<file path="src/rtl/mem_port_arbiter.sv">
// Arbitrates instruction-fetch and data requests onto one single-port memory
// with a one-cycle access stage. Optional fetch starvation guard: MEM_ARB_STARVE_GUARD_EN.
module mem_port_arbiter #(
    parameter int unsigned STARVE_LIMIT = 4
) (
    input  logic        clk,
    input  logic        rst_n,
    input  logic        if_req,
    input  logic [31:0] if_addr,
    output logic        if_gnt,
    output logic        if_valid,
    output logic [31:0] if_rdata,
    input  logic        d_req,
    input  logic        d_we,
    input  logic [31:0] d_addr,
    input  logic [31:0] d_wdata,
    output logic        d_gnt,
    output logic        d_valid,
    output logic [31:0] d_rdata,
    output logic [31:0] mem_addr,
    output logic        mem_we,
    output logic [31:0] mem_wdata,
    input  logic [31:0] mem_rdata,
    output logic        busy
);

    if (STARVE_LIMIT < 1 || STARVE_LIMIT > 15) begin : g_bad_limit
        $error("STARVE_LIMIT must be in 1..15");
    end

    typedef enum logic {IDLE, ACCESS} state_t;

    state_t      state;
    state_t      state_next;
    logic        grant;
    logic        lat_fetch;
    logic        lat_we;
    logic [31:0] lat_addr;
    logic [31:0] lat_wdata;

`ifdef MEM_ARB_STARVE_GUARD_EN
    localparam logic [3:0] LIMIT = 4'(STARVE_LIMIT);

    logic [3:0] starve_cnt;
    logic       force_fetch;

    assign force_fetch = if_req && (starve_cnt == LIMIT);

    always_comb begin
        if_gnt = if_req && (force_fetch || !d_req);
        d_gnt  = d_req && !force_fetch;
    end

    always_ff @(posedge clk or negedge rst_n) begin
        if (!rst_n) begin
            starve_cnt <= '0;
        end else if (if_gnt) begin
            starve_cnt <= '0;
        end else if (if_req && (starve_cnt < LIMIT)) begin
            starve_cnt <= starve_cnt + 4'd1;
        end
    end
`else
    always_comb begin
        d_gnt  = d_req;
        if_gnt = if_req && !d_req;
    end
`endif

    assign grant = if_gnt || d_gnt;

    always_ff @(posedge clk or negedge rst_n) begin
        if (!rst_n) begin
            state <= IDLE;
        end else begin
            state <= state_next;
        end
    end

    // Memory port is driven only in access cycles; otherwise held at zero.
    always_comb begin
        state_next = IDLE;
        busy       = 1'b0;
        mem_addr   = '0;
        mem_we     = 1'b0;
        mem_wdata  = '0;
        if (grant) begin
            state_next = ACCESS;
        end
        if (state == ACCESS) begin
            busy      = 1'b1;
            mem_addr  = lat_addr;
            mem_we    = lat_we;
            mem_wdata = lat_wdata;
        end
    end

    always_ff @(posedge clk or negedge rst_n) begin
        if (!rst_n) begin
            lat_fetch <= 1'b0;
            lat_we    <= 1'b0;
            lat_addr  <= '0;
            lat_wdata <= '0;
        end else if (grant) begin
            lat_fetch <= if_gnt;
            lat_we    <= d_gnt && d_we;
            lat_addr  <= d_gnt ? d_addr : if_addr;
            lat_wdata <= d_gnt ? d_wdata : '0;
        end
    end

    always_ff @(posedge clk or negedge rst_n) begin
        if (!rst_n) begin
            if_valid <= 1'b0;
            d_valid  <= 1'b0;
            if_rdata <= '0;
            d_rdata  <= '0;
        end else begin
            if_valid <= 1'b0;
            d_valid  <= 1'b0;
            if (state == ACCESS) begin
                if (lat_fetch) begin
                    if_valid <= 1'b1;
                    if_rdata <= mem_rdata;
                end else begin
                    d_valid <= 1'b1;
                    if (!lat_we) begin
                        d_rdata <= mem_rdata;
                    end
                end
            end
        end
    end

endmodule

</file>
<file path="config.mk">
export PLATFORM = sky130hd
export DESIGN_NAME = mem_port_arbiter
export DESIGN_NICKNAME = d
export VERILOG_FILES = /design/src/rtl/mem_port_arbiter.sv
export SDC_FILE = /design/constraint.sdc
export NUM_CORES = 1
export LEC_CHECK = 0
export ABC_AREA = 1
export ABC_CLOCK_PERIOD_IN_PS = 3800
export CAP_MARGIN = 10
export CORE_MARGIN = 2
export CORE_UTILIZATION = 42
export DETAILED_ROUTE_END_ITERATION = 16
export GPL_ROUTABILITY_DRIVEN = 0
export GPL_TIMING_DRIVEN = 0
export PLACE_DENSITY = 0.91
export SYNTH_ARGS = -nofsm -noshare
export SYNTH_HDL_FRONTEND = slang
export SYNTH_SLANG_ARGS = --single-unit
</file>
<file path="constraint.sdc">
create_clock -name clk -period 3.8 [get_ports clk]
set_clock_uncertainty 0.1 [all_clocks]
set_input_delay 1.14 -clock clk [delete_from_list [all_inputs] [get_ports clk]]
set_output_delay 1.14 -clock clk [all_outputs]
set_load 0.03 [all_outputs]
</file>
Word level (Yosys, flattened, before mapping). Cells that the tools add are included.

Bitwise logic cells: 2. $add $sub $neg: 0. Shifts and indexed selects: 0. Order comparisons: 0. Eq/ne operators: 0. Multiply operators: 0. Multiplexer cells: 11. Reductions and logical operators: 6. Div/mod/pow operators: 0.

Operators by type and width (number): 2-to-1 mux 32 bit (4); 2-to-1 mux 1 bit (7); AND reduction 3 bit (1); logical AND 1 bit (2); NOT 1 bit (2); AND reduction 2 bit (1); zero test 1 bit (1); logical OR 1 bit (1).

RAM bits: 0. Bits of input ports: 133. Output and inout port bits: 134. Flip-flop bits (word level): 133. Bits in latches: 0. Memories kept: 0. Logic and storage cells: 28. ROM bits: 0.

Logic depth before layout (Yosys ltp).
Word-level depth: 4. Gate-level depth with buffers: 6. Mapped depth without buffers: 4.

Worst setup path after synthesis. Ideal clock, no wire load.

Path kind: in2out. Start: input if_req. End: output if_gnt. Stages: 4. Path buffers: 2. Required time: 2.560 ns. Setup slack: 0.637 ns. Arrival: 1.923 ns. Cell sequence: buf_2 > buf_2 > inv_1 > nor2_1.

Longest elaborated chain between the ends: 1.

Ends and longest elaborated chain: from (decl) (line 8) `input logic if_req,`; logical AND 1 bit (line 66) `if_gnt = if_req && !d_req;`; to (decl) (line 10) `output logic if_gnt,`.

No other way between the ends.

Worst setup path after layout.
Start: input d_req. End: output if_gnt.

Longest elaborated chain between the ends: 2.

Ends and longest elaborated chain: from (decl) (line 13) `input logic d_req,`; zero test 1 bit (line 66); logical AND 1 bit (line 66).

No other way between the ends.

==> flow_summary_export.csv <==
group,metric,value,unit
worst_setup_path,critPathSlowestCell,"dlygate4sd2_1",
yosys,synth_xor_area_share,0,%
yosys,synth_fa_ha_area_share,0,%
yosys,yosys.area_share.simple,33.8,%
sta,setup_viol,0,
cells_and_area,synthToLayoutAreaGrowth,59.5,%
detailed_routing,wl,18200,µm
cells_and_area,layout-drive-gt1-share,7.43,%
sta,hold_violations,0,
clocking,cts_buffers,17,
cells_and_area,final_cell_mix,"nand2_1, clkdlybuf4s50_1, dfrtp_1, nand3_1, inv_1",
worst_setup_path,slowest_delay,0.36,ns
worst_setup_path,cp_common_cell,"dlygate4sd2_1",
grt,grt_antenna_before_repair,0,
worst_setup_path,arrival,2.40,ns
sta,min_period,3.64,ns
worst_setup_path,cp-start-kind,"input port",
pwr,power.leakage,0.00488,µW
detailed_routing,via_per_inst,4.82,
pwr,p_per_area,485,nW/µm²
worst_setup_path,end_kind,"primary output",
yosys,synth_mux_area_share,0,%
yosys,synthesis.area,5840,µm²
min_path,hp-class,"flip-flop to flip-flop",
cells_and_area,n_fill_cell,1050,
worst_setup_path,path_cells,"dlygate4sd2_1, buf_4, buf_2, nor2_1, dlygate4sd2_1",
yosys,synth_top_area_share,57.0,%
clocking,clk_latency,0.40,ns
sta,rsz0062_at_grt,"no",
clocking,cts.sinks,133,
sta,period_share,95.8,%
floorplan,rows,43,
yosys,synth_cell_types,15,
floorplan,dieWidth,122,µm
floorplan,dieArea,14900,µm²
floorplan,die_h,122,µm
floorplan,ios,267,
cells_and_area,seqCellArea,3330,µm²
placed_design,dpl.hpwl,13500,µm
yosys,syn_inst,739,
detailed_routing,drc_errors,0,
sta,tns,0,ns
grt,grt_usage,24.7,%
yosys,synthTopCellsByArea,"dfrtp_1, nand2_1, nand3_1",
yosys,synth-seq-area-share,57.0,%
detailed_routing,drt_first_pass_iters,5,
worst_setup_path,crit_path_max_fanout,10,
yosys,synth_top_area_cell,"dfrtp_1",
worst_setup_path,crit_type,"input port to primary output",
grt,grt_pass1_wl,28400,µm
clocking,clockBufferDepth,2,
worst_setup_path,cp-startpoint,"d_req",
yosys,synth_top_family_by_area,"simple AND/OR/NAND/NOR gates",
min_path,hold_start,"d_rdata[27]",
cells_and_area,layout_commonest_cell,"nand2_1",
clocking,clockRootBuffer,"clkbuf_16",
floorplan,start_util,42.5,%
clocking,htree_num_levels,4,
yosys,syn_nets,872,
run_status,outcome,"complete, no violations",
flow_run,drv_cap,0,
worst_setup_path,rr_worst_depth,4,
grt,grt-ovfl-total,0,
worst_setup_path,r2r-start,"state",
yosys,yosys_register_bits,133,
sta,tightest_slew,0.542,ns
sta,maxSlewHeadroom,63.9,%
yosys,synth_compound_area_share,0.129,%
min_path,holdPathStages,2,
clocking,clk_pin_slew,0.05,ns
detailed_routing,post_drt_wl_per_cell,15.0,µm
clocking,cts_tree,"built",
placed_design,io_buffers,265,
floorplan,core_area,13700,µm²
cells_and_area,multiInputGateArea,1980,µm²
detailed_routing,vias,5869,
yosys,avgSynthCellArea,7.90,µm²
grt,first_global_vias,5756,
cells_and_area,nets,1157,
pwr,totalPowerFinal,4520,µW
detailed_routing,drtIter0Drc,327,
cells_and_area,post-route-util,67.9,%
sta,fmax,275,MHz
worst_setup_path,worstPathRequired,2.56,ns
detailed_routing,postRouteAntennaNets,0,
grt,grt_max_degree,79,
pwr,peakVddDrop,0.263,mV
cells_and_area,antenna_cells,0,
sta,drv_slew,0,
yosys,yosysWarningCount,0,
where the power goes:
part	internal, µW	switching, µW
registers	1590	97.4
logic	533	716
clock network	961	620
metrics by stage:
| stage | std cells | hold slack (ns) | setup slack, ns | area [µm²] |
|---|---|---|---|---|
| final | 1217 | 0.370 | 0.160 | 9310 |
| after global routing | 1217 | 0.386 | 0.0400 | 9310 |
| after CTS | 1217 | 0.371 | 0.118 | 9310 |
| after detailed placement | 1185 | 0.357 | -0.436 | 8740 |
| after global placement | 1184 | 0.352 | -3.75 | 8710 |
| after floorplan | 739 | 0.342 | 0.637 | 5840 |
Yosys cell counts:
cell      count
dfrtp_1     133
buf_1         2
buf_6         4
nand2_1     389
o21a_1        1
nand2_2       1
nor2_1        2
buf_2        27
inv_2         2
inv_1        68
buf_4         9
nor2_2        1
nor2_4        1
nand3_1      96
clkbuf_1      3
final timing paths:
kind                                 to  slack [ns]
min reg2reg                 d_rdata[27]        0.37
max in group asynchronous  lat_addr[19]        2.25
max reg2reg                 d_rdata[21]        2.25
max                              if_gnt        0.16
min in group asynchronous   d_rdata[22]        0.58
min                         d_rdata[27]        0.37
layout make-up:
class,instances,share of cell area (%)
flip-flops and latches,133,35.7
clock buffers,19,4.65
plain buffers,45,2.89
multi-input cells,491,21.3
clock inverters,13,1.44
well taps,180,2.42
inverters,70,2.82
repair buffers,266,28.8
kinds of logic (layout without fill, tap and decap cells):
group                  Yosys count  in the layout
and+or+nand+nor                490            490
DFF                            133            133
buffers and inverters          115            413
AOI/OAI and AO/OA                1              1
metal layers:
layer / vias up / wire length (µm) / track usage (%)
met5: - / 0 / 0
met4: 0 / 517 / 10.8
met3: 39 / 1720 / 7.68
met2: 272 / 9160 / 42.8
met1: 2753 / 6800 / 28.1
li1: 2805 / - / -
flip-flops by register name, indices dropped and copies added, names as in the netlist, 32 cells and up:
signal / flops
lat_addr: 32
lat_wdata: 32
d_rdata: 32
if_rdata: 32
worst max-delay path: cells and delay by family:
family / cells / cell delay (ns)
buf+inv: 4 / 1.18
simple gates: 1 / 0.07
timing repair:
action                                  4_1_cts  5_1_grt
hold buffers                                  0        0
setup buffers                                 0        0
endpoints found under the setup margin        2        0
resized for setup                             3        0
(Power assumes the default switching activity.)
